<file path="src/rtl/gpu_bg_block_mover_pkg.sv">
// gpu_bg_pkg: shared types and constants for the BG block mover.
// Holds the pair codes sent by the backend, the mover state enum and the
// block/mask/address widths. It also provides a helper that turns a block
// address into a VRAM byte address.
package gpu_bg_pkg;

  localparam int BG_BLOCK_W = 256;  // 16 pixels x 16 bits
  localparam int BG_MASK_W  = 16;   // one write-enable bit per pixel
  localparam int BG_ADR_W   = 15;   // {scrY[8:0], scrX[9:4]}
  localparam int BEATS      = 8;    // 32-bit beats per block
  localparam int BEAT_W     = 32;

  localparam logic [1:0] PAIR_NONE  = 2'b00;
  localparam logic [1:0] PAIR_FIRST = 2'b01;
  localparam logic [1:0] PAIR_NEXT  = 2'b10;
  localparam logic [1:0] PAIR_FLUSH = 2'b11;

  typedef enum logic [2:0] {
    ST_IDLE    = 3'd0,
    ST_WR_CMD  = 3'd1,
    ST_WR_DATA = 3'd2,
    ST_LD_CMD  = 3'd3,
    ST_LD_DATA = 3'd4,
    ST_DONE    = 3'd5
  } state_t;

  // A block is 32 bytes, so the byte address is the block address shifted by 5.
  function automatic logic [BG_ADR_W+4:0] blk_byte_adr(input logic [BG_ADR_W-1:0] adr);
    return {adr, 5'b0};
  endfunction

endpackage

</file>
<file path="src/rtl/gpu_bg_block_mover_if.sv">
// gpu_bg_block_mover_if: VRAM command / write-beat / read-beat bus.
// master = block mover, slave = memory.
//   o_memReq/o_memWrite/o_memAdr  command (held until i_memAck)
//   o_memWValid/o_memWData/o_memWBE + i_memWReady  write beats
//   i_memRValid/i_memRData  read beats (no back-pressure)
interface gpu_bg_block_mover_if #(
  parameter int ADR_W = 20
);
  logic             o_memReq;
  logic             o_memWrite;
  logic [ADR_W-1:0] o_memAdr;
  logic             i_memAck;
  logic             o_memWValid;
  logic [31:0]      o_memWData;
  logic [3:0]       o_memWBE;
  logic             i_memWReady;
  logic             i_memRValid;
  logic [31:0]      i_memRData;

  modport master (
    output o_memReq, o_memWrite, o_memAdr, o_memWValid, o_memWData, o_memWBE,
    input  i_memAck, i_memWReady, i_memRValid, i_memRData
  );

  modport slave (
    input  o_memReq, o_memWrite, o_memAdr, o_memWValid, o_memWData, o_memWBE,
    output i_memAck, i_memWReady, i_memRValid, i_memRData
  );
endinterface

</file>
<file path="src/rtl/gpu_bg_block_mover_beat_pack.sv">
// gpu_bg_beat_pack: combinational slicing of a 256-bit block into the k-th
// 32-bit write beat, plus its byte enables.
// Ports: i_block (256), i_mask (16 per-pixel), i_beat (k, 0..7)
//        -> o_data (32), o_be (4)
// Every beat carries two 16-bit pixels. Each pixel's mask bit therefore
// drives the two byte enables of that pixel.
module gpu_bg_beat_pack
  import gpu_bg_pkg::*;
(
  input  logic [BG_BLOCK_W-1:0] i_block,
  input  logic [BG_MASK_W-1:0]  i_mask,
  input  logic [2:0]            i_beat,
  output logic [BEAT_W-1:0]     o_data,
  output logic [3:0]            o_be
);
  logic [BEAT_W-1:0] w_data [BEATS];
  logic [3:0]        w_be   [BEATS];

  genvar gi;
  generate
    for (gi = 0; gi < BEATS; gi++) begin : g_beat
      assign w_data[gi] = i_block[BEAT_W*gi +: BEAT_W];
      assign w_be[gi]   = {{2{i_mask[2*gi+1]}}, {2{i_mask[2*gi]}}};
    end
  endgenerate

  assign o_data = w_data[i_beat];
  assign o_be   = w_be[i_beat];
endmodule

</file>
<file path="src/rtl/gpu_bg_block_mover.sv">
// gpu_bg_block_mover: memory-side partner of the GPU backend's BG block cache.
// When the backend sends a pair code, the mover may write the dirty block to
// VRAM as masked beats. It may then read the next block and hand it back in a
// single-cycle import pulse.
// Ports: clk, i_nrst (async, active low); backend side i_saveBGBlock,
//   i_loadAdr, i_saveAdr, i_exportedBGBlock, i_exportedMSKBGBlock, o_busy,
//   o_importBGBlockSingleClock, o_importedBGBlock, o_resetPixelMask,
//   o_resetPipelinePixelStateSpike; memory side via mem (master modport).
// Optional: GPU_BGMOVER_PERF_EN adds saturating counters o_perfSaveCnt,
//   o_perfLoadCnt and o_perfSkipCnt.
module gpu_bg_block_mover
  import gpu_bg_pkg::*;
#(
  parameter int ADR_W = 20
) (
  input  logic                  clk,
  input  logic                  i_nrst,
  input  logic [1:0]            i_saveBGBlock,
  input  logic [BG_ADR_W-1:0]   i_loadAdr,
  input  logic [BG_ADR_W-1:0]   i_saveAdr,
  input  logic [BG_BLOCK_W-1:0] i_exportedBGBlock,
  input  logic [BG_MASK_W-1:0]  i_exportedMSKBGBlock,
  output logic                  o_busy,
  output logic                  o_importBGBlockSingleClock,
  output logic [BG_BLOCK_W-1:0] o_importedBGBlock,
  output logic                  o_resetPixelMask,
  output logic                  o_resetPipelinePixelStateSpike,
  gpu_bg_block_mover_if.master  mem
`ifdef GPU_BGMOVER_PERF_EN
  ,
  output logic [15:0]           o_perfSaveCnt,
  output logic [15:0]           o_perfLoadCnt,
  output logic [15:0]           o_perfSkipCnt
`endif
);
  state_t                r_state;
  state_t                w_state_next;
  logic                  r_armed;
  logic                  r_load;       // snapshotted code includes a load
  logic [BG_ADR_W-1:0]   r_load_adr;
  logic [BG_ADR_W-1:0]   r_save_adr;
  logic [BG_BLOCK_W-1:0] r_block;
  logic [BG_MASK_W-1:0]  r_mask;
  logic [2:0]            r_beat;
  logic                  r_rpm;
  logic [BG_BLOCK_W-1:0] r_imported;

  logic                  w_accept;
  logic                  w_has_load;
  logic                  w_save_run;
  logic                  w_wfire;
  logic                  w_rfire;
  logic                  w_last;
  logic [BEAT_W-1:0]     w_pack_data;
  logic [3:0]            w_pack_be;

  gpu_bg_beat_pack u_pack (
    .i_block (r_block),
    .i_mask  (r_mask),
    .i_beat  (r_beat),
    .o_data  (w_pack_data),
    .o_be    (w_pack_be)
  );

  assign w_accept   = (r_state == ST_IDLE) && r_armed && (i_saveBGBlock != PAIR_NONE);
  assign w_has_load = (i_saveBGBlock == PAIR_FIRST) || (i_saveBGBlock == PAIR_NEXT);
  // A save with an all-zero mask would write nothing, so it is skipped.
  assign w_save_run = ((i_saveBGBlock == PAIR_NEXT) || (i_saveBGBlock == PAIR_FLUSH)) &&
                      (i_exportedMSKBGBlock != '0);
  assign w_wfire    = (r_state == ST_WR_DATA) && mem.i_memWReady;
  assign w_rfire    = (r_state == ST_LD_DATA) && mem.i_memRValid;
  assign w_last     = (r_beat == 3'(BEATS - 1));

  always_comb begin
    w_state_next = r_state;
    case (r_state)
      ST_IDLE: begin
        if (w_accept) begin
          if (w_save_run)      w_state_next = ST_WR_CMD;
          else if (w_has_load) w_state_next = ST_LD_CMD;
          else                 w_state_next = ST_DONE;
        end
      end
      ST_WR_CMD:  if (mem.i_memAck) w_state_next = ST_WR_DATA;
      ST_WR_DATA: if (w_wfire && w_last) w_state_next = r_load ? ST_LD_CMD : ST_DONE;
      ST_LD_CMD:  if (mem.i_memAck) w_state_next = ST_LD_DATA;
      ST_LD_DATA: if (w_rfire && w_last) w_state_next = ST_DONE;
      ST_DONE:    w_state_next = ST_IDLE;
      default:    w_state_next = ST_IDLE;
    endcase
  end

  // All outputs decode from state, so an asynchronous reset clears them at once.
  always_comb begin
    mem.o_memReq   = (r_state == ST_WR_CMD) || (r_state == ST_LD_CMD);
    mem.o_memWrite = (r_state == ST_WR_CMD);
    mem.o_memAdr   = '0;
    if (r_state == ST_WR_CMD) mem.o_memAdr = ADR_W'(blk_byte_adr(r_save_adr));
    if (r_state == ST_LD_CMD) mem.o_memAdr = ADR_W'(blk_byte_adr(r_load_adr));
    mem.o_memWValid = (r_state == ST_WR_DATA);
    mem.o_memWData  = (r_state == ST_WR_DATA) ? w_pack_data : '0;
    mem.o_memWBE    = (r_state == ST_WR_DATA) ? w_pack_be : '0;
  end

  assign o_busy                         = (r_state != ST_IDLE);
  assign o_importBGBlockSingleClock     = (r_state == ST_DONE) && r_load;
  assign o_resetPipelinePixelStateSpike = (r_state == ST_DONE);
  assign o_resetPixelMask               = r_rpm;
  assign o_importedBGBlock              = r_imported;

  always_ff @(posedge clk or negedge i_nrst) begin
    if (!i_nrst) begin
      r_state    <= ST_IDLE;
      r_armed    <= 1'b1;
      r_load     <= 1'b0;
      r_load_adr <= '0;
      r_save_adr <= '0;
      r_block    <= '0;
      r_mask     <= '0;
      r_beat     <= '0;
      r_rpm      <= 1'b0;
      r_imported <= '0;
    end else begin
      r_state <= w_state_next;
      r_rpm   <= 1'b0;
      // Re-arm only after the backend has dropped the code to none.
      if (i_saveBGBlock == PAIR_NONE) r_armed <= 1'b1;
      if (w_accept) begin
        r_armed    <= 1'b0;
        r_load     <= w_has_load;
        r_load_adr <= i_loadAdr;
        r_save_adr <= i_saveAdr;
        r_block    <= i_exportedBGBlock;
        r_mask     <= i_exportedMSKBGBlock;
        r_beat     <= '0;
        // No save will run (load-only or empty mask): release the mask now.
        r_rpm      <= !w_save_run;
      end
      if (w_wfire) begin
        r_beat <= r_beat + 3'd1;
        if (w_last) r_rpm <= 1'b1;
      end
      if (w_rfire) begin
        r_imported[{r_beat, 5'b0} +: BEAT_W] <= mem.i_memRData;
        r_beat <= r_beat + 3'd1;
      end
    end
  end

`ifdef GPU_BGMOVER_PERF_EN
  logic [15:0] r_perf_save;
  logic [15:0] r_perf_load;
  logic [15:0] r_perf_skip;

  always_ff @(posedge clk or negedge i_nrst) begin
    if (!i_nrst) begin
      r_perf_save <= '0;
      r_perf_load <= '0;
      r_perf_skip <= '0;
    end else begin
      if (w_wfire && w_last && (r_perf_save != 16'hFFFF)) r_perf_save <= r_perf_save + 16'd1;
      if (w_rfire && w_last && (r_perf_load != 16'hFFFF)) r_perf_load <= r_perf_load + 16'd1;
      if (w_accept && (i_saveBGBlock != PAIR_FIRST) && !w_save_run &&
          (r_perf_skip != 16'hFFFF))
        r_perf_skip <= r_perf_skip + 16'd1;
    end
  end

  assign o_perfSaveCnt = r_perf_save;
  assign o_perfLoadCnt = r_perf_load;
  assign o_perfSkipCnt = r_perf_skip;
`endif

endmodule

</file>
<file path="src/flat_wrapper.sv">
// flat-port wrapper written by rule: the top's interface ports become plain ports
module gpu_bg_block_mover_flat import gpu_bg_pkg::*;
#(
  parameter int ADR_W = 20
)
  (clk, i_nrst, i_saveBGBlock, i_loadAdr, i_saveAdr, i_exportedBGBlock, i_exportedMSKBGBlock, o_busy, o_importBGBlockSingleClock, o_importedBGBlock, o_resetPixelMask, o_resetPipelinePixelStateSpike, mem_o_memReq, mem_o_memWrite, mem_o_memAdr, mem_o_memWValid, mem_o_memWData, mem_o_memWBE, mem_i_memAck, mem_i_memWReady, mem_i_memRValid, mem_i_memRData);
  gpu_bg_block_mover_if #(.ADR_W(ADR_W)) mem_i ();
  input  logic clk;
  input  logic i_nrst;
  input  logic [1:0] i_saveBGBlock;
  input  logic [BG_ADR_W-1:0] i_loadAdr;
  input  logic [BG_ADR_W-1:0] i_saveAdr;
  input  logic [BG_BLOCK_W-1:0] i_exportedBGBlock;
  input  logic [BG_MASK_W-1:0] i_exportedMSKBGBlock;
  output logic o_busy;
  output logic o_importBGBlockSingleClock;
  output logic [BG_BLOCK_W-1:0] o_importedBGBlock;
  output logic o_resetPixelMask;
  output logic o_resetPipelinePixelStateSpike;
  output wire logic [$bits(mem_i.o_memReq)-1:0] mem_o_memReq;
  output wire logic [$bits(mem_i.o_memWrite)-1:0] mem_o_memWrite;
  output wire logic [$bits(mem_i.o_memAdr)-1:0] mem_o_memAdr;
  output wire logic [$bits(mem_i.o_memWValid)-1:0] mem_o_memWValid;
  output wire logic [$bits(mem_i.o_memWData)-1:0] mem_o_memWData;
  output wire logic [$bits(mem_i.o_memWBE)-1:0] mem_o_memWBE;
  input wire logic [$bits(mem_i.i_memAck)-1:0] mem_i_memAck;
  input wire logic [$bits(mem_i.i_memWReady)-1:0] mem_i_memWReady;
  input wire logic [$bits(mem_i.i_memRValid)-1:0] mem_i_memRValid;
  input wire logic [$bits(mem_i.i_memRData)-1:0] mem_i_memRData;
  assign mem_o_memReq = mem_i.o_memReq;
  assign mem_o_memWrite = mem_i.o_memWrite;
  assign mem_o_memAdr = mem_i.o_memAdr;
  assign mem_o_memWValid = mem_i.o_memWValid;
  assign mem_o_memWData = mem_i.o_memWData;
  assign mem_o_memWBE = mem_i.o_memWBE;
  assign mem_i.i_memAck = mem_i_memAck;
  assign mem_i.i_memWReady = mem_i_memWReady;
  assign mem_i.i_memRValid = mem_i_memRValid;
  assign mem_i.i_memRData = mem_i_memRData;
  gpu_bg_block_mover #(.ADR_W(ADR_W)) u_core (.clk(clk), .i_nrst(i_nrst), .i_saveBGBlock(i_saveBGBlock), .i_loadAdr(i_loadAdr), .i_saveAdr(i_saveAdr), .i_exportedBGBlock(i_exportedBGBlock), .i_exportedMSKBGBlock(i_exportedMSKBGBlock), .o_busy(o_busy), .o_importBGBlockSingleClock(o_importBGBlockSingleClock), .o_importedBGBlock(o_importedBGBlock), .o_resetPixelMask(o_resetPixelMask), .o_resetPipelinePixelStateSpike(o_resetPipelinePixelStateSpike), .mem(mem_i));
endmodule
</file>
<file path="config.mk">
export PLATFORM = sky130hd
export DESIGN_NAME = gpu_bg_block_mover_flat
export DESIGN_NICKNAME = d
export VERILOG_FILES = /design/src/rtl/gpu_bg_block_mover_pkg.sv /design/src/rtl/gpu_bg_block_mover_if.sv /design/src/rtl/gpu_bg_block_mover_beat_pack.sv /design/src/rtl/gpu_bg_block_mover.sv /design/src/flat_wrapper.sv
export SDC_FILE = /design/constraint.sdc
export NUM_CORES = 1
export LEC_CHECK = 0
export BUFFER_PORTS_ARGS = -buffer_cell sky130_fd_sc_hd__buf_4
export CAP_MARGIN = 20
export CORE_AREA = 2 2 269 271
export CTS_BUF_LIST = sky130_fd_sc_hd__clkbuf_2 sky130_fd_sc_hd__clkbuf_4 sky130_fd_sc_hd__clkbuf_8
export DETAILED_ROUTE_END_ITERATION = 10
export DIE_AREA = 0 0 271 273
export SLEW_MARGIN = 20
export SYNTH_ARGS = -nofsm -noshare
export SYNTH_HDL_FRONTEND = slang
export SYNTH_HIERARCHICAL = 1
export SYNTH_SLANG_ARGS = --single-unit
export TNS_END_PERCENT = 5
</file>
<file path="constraint.sdc">
create_clock -name clk -period 2.9 [get_ports clk]
set_input_delay 0 -clock clk [delete_from_list [all_inputs] [get_ports clk]]
set_output_delay 0 -clock clk [all_outputs]
set_load 0.01 [all_outputs]
</file>
==> flow_summary.yaml <==
yosys:
  synth.area.top_cells: "dfrtp_1, nand2_1, mux4_2"
  ys_ff_latch: 567
  yosysUniqueCellTypes: 46
  synth_top_area_cell: "dfrtp_1"
  yosysSeqAreaShare: 0.577
  netlist_instances: 2460
  yosys.area.top_type_share: 0.576
  synth.cell_area_sq_um: 24600
  synth_warnings: 6
  synth.avg_cell_area_sq_um: 9.99
critical_path:
  reg2reg_depth: 8
  slowest_stage: "mux4_2"
  worstPathCellList: "buf_16, mux4_2, mux2_2, and2_1, buf_4"
  path_class: "flop to primary output"
  end_kind: "primary output"
  crit_fanout: 38
  crit_path_start: "u_core/r_beat[0]$_DFFE_PN0P_"
  r2r_slack_ps: 290
  critPathBufInv: 2
  critical_path.top_delay_family: "multiplexers"
  worst-path-stages: 5
  cp_data_required_time_ps: 2900
  cpPeakStageDelay_ps: 560
  startpoint_type: "flop"
  crit_end: "mem_o_memWData[6]"
  critPathArrivalTime_ps: 2740
  r2r_start: "u_core/r_beat[0]$_DFFE_PN0P_"
  reg2reg_to: "u_core/r_state[0]$_DFFE_PN0P_"
power:
  power.density_nw_per_um2: 855
  power.leakage_nw: 18.9
  irDropWorstVdd_uv: 487
  finalPower_mw: 32.4
clock_network:
  cts_sinks: 567
  root_buffer: "clkbuf_8"
  htreeDepth: 3
  numCtsBuffers: 100
  post-cts-setup-buffers: 0
  clk_path_buf_depth: 3
  clock_latency_ps: 670
  clkTransAtPathRegs_ps: 60
  cts_tree: "yes"
detailed_routing:
  dr.pass1.iters: 5
  drt-initial-drc-count: 1428
  drc: 0
  wirelength_um: 91500
  num_vias: 22162
  wl_per_cell_um: 19.7
  postRouteAntennaNets: 0
  via_per_inst: 4.77
floorplanning:
  die_area_sq_um: 74000
  die_w_um: 271
  initial_core_util: 0.346
  rows: 98
  core_area_sq_um: 71000
  io_pins: 660
  die_y_um: 273
placed_design:
  gp_congestion: 0.835
  place_area_sq_um: 30600
  dpl.hpwl_um: 58600
  preCtsSetupSlack_ps: 461
  portBuffers: 654
timing:
  setup_viol_count_final: 0
  skew_ps: 30.0
  max_freq_mhz: 365
  hold_ws_ps: 73.6
  finalHoldViolCount: 0
  period_share: 0.945
  rsz0062_at_grt: "yes"
  max_slew_margin: 0.511
  tns_ps: 0
  finalWorstSetupSlack_ps: 161
  post-route-min-period_ps: 2740
  slew_violations: 0
  tightest_slew_ps: 734
finish:
  syn2layout_area_growth_pct: 54.0
  drive_gt1_frac: 0.274
  nNetsFinal: 3954
  fin_area_sq_um: 37900
global_route:
  grt_usage: 0.242
  grt_pass1_vias: 23029
  grt-ovfl-total: 0
  grt_max_degree: 83
  antenna_found_initial: 19
  grt_pass1_wl_um: 137000
run:
  cap_violations: 0
outcome:
  status: "completed"
min_path:
  hold_depth: 4
  hold_path.class: "input pin to flop"
==> cells by family (layout without fill, tap and decap cells) <==
family | count (synthesis) | count (layout) | share of synthesized area
compound gates | 163 | 163 | 0.0348
buf+inv | 229 | 1449 | 0.0446
simple gates | 1263 | 1263 | 0.202
fa+ha+maj | 9 | 9 | 0.00458
flops | 567 | 567 | 0.577
other cells | 1 | 21 | 0.000153
mux | 228 | 228 | 0.136
==> per-stage QoR <==
stage / util / std cells
after floorplan: - / 2464
after global placement: 0.432 / 3967
after detailed placement: 0.432 / 3967
after CTS: 0.532 / 4632
after global routing: 0.533 / 4644
final: 0.533 / 4650
==> report_power, final <==
part | total [mW] | internal (mW) | switching (mW)
sequential | 12.0 | 10.5 | 1.51
combinational | 12.1 | 5.67 | 6.46
clock | 8.24 | 4.71 | 3.53
total | 32.4 | 20.9 | 11.5
==> layer usage <==
metal / wire (um) / global-route usage
met5: 99 / 0
met2: 45400 / 0.416
met1: 36400 / 0.291
met3: 6240 / 0.0588
met4: 3320 / 0.0981
==> cells in the mapped netlist, drive strengths merged <==
library cell and n:
conb 1, o221ai 2, and2 39, a221oi 1, ha 9, a32o 1
nand3 7, nor3 9, mux2i 79, a41o 1, nand2 1175, mux2 81
nand4bb 1, a21o 1, nor2 20, nor2b 2, dfstp 1, or2 1
o22ai 1, clkbuf 52, mux4 68, and4bb 1, o2111ai 1, nor3b 1
a21boi 1, nor4 4, o31a 1, a32oi 1, inv 75, a21oi 1
nand4 1, nand3b 2, buf 102, dfrtp 566, o21ai 151
==> state kept, by name, indices dropped and copies added, names as in the netlist <==
signal,count
u_core/r_armed,1
u_core/r_save_adr,15
u_core/o_importedBGBlock,256
u_core/r_mask,16
u_core/o_resetPixelMask,1
u_core/r_beat,3
u_core/r_load_adr,15
u_core/r_block,256
u_core/r_state,3
u_core/r_load,1
==> cell type report <==
cell class | instances | area, sq um
well taps | 950 | 1190
repair buffers | 1192 | 10500
multi-input cells | 1668 | 9380
inverters | 75 | 282
clock buffers | 155 | 1970
fillers | 6096 | 33100
clock inverters | 27 | 285
flip-flops and latches | 567 | 14200
diodes | 16 | 40.0
==> worst min-delay path by stage <==
stage                      startpoint                                  endpoint  slack (ps)
2_1_floorplan                  i_nrst   u_core/o_importedBGBlock[0]$_DFFE_PN0P_        -300
3_3_place_gp                   i_nrst  u_core/o_importedBGBlock[76]$_DFFE_PN0P_           2
3_5_place_dp                   i_nrst  u_core/o_importedBGBlock[76]$_DFFE_PN0P_           4
4_1_cts        i_exportedBGBlock[186]           u_core/r_block[186]$_DFFE_PN0P_         0.5
5_1_grt         i_exportedBGBlock[53]            u_core/r_block[53]$_DFFE_PN0P_           5
6_report        i_exportedBGBlock[26]            u_core/r_block[26]$_DFFE_PN0P_          70
==> cells in the final DEF (no fill, tap or decap), drive strengths merged, types with 2 or more instances in the layout <==
cell / Yosys / final
nand2: 1175 / 1175
nor2b: 2 / 2
conb: 1 / 5
clkbuf: 52 / 156
nand3: 7 / 7
nor2: 20 / 20
dlygate4sd3: 0 / 482
o21ai: 151 / 151
nand3b: 2 / 2
ha: 9 / 9
bufinv: 0 / 4
nor3: 9 / 9
dfrtp: 566 / 566
buf: 102 / 709
o221ai: 2 / 2
clkinvlp: 0 / 3
mux4: 68 / 68
clkinv: 0 / 17
and2: 39 / 39
diode: 0 / 16
inv: 75 / 78
mux2i: 79 / 79
nor4: 4 / 4
mux2: 81 / 81
==> worst reg2reg max path: stages, from the launching register on <==
cell,delay [ps]
dfrtp_4,530
buf_16,340
ha_1,290
ha_1,240
nand2_1,100
o221ai_1,160
o221ai_1,180
o22ai_1,150
dlygate4sd3_1,560
==> timing repair <==
action | CTS | global route
cloned | 1 | 1
setup endpoints to repair | 36 | 3
endpoints found under the hold margin | 1033 | 1
hold buffers | 482 | 1
gates resized for setup | 5 | 2
(Power assumes the default switching activity.)
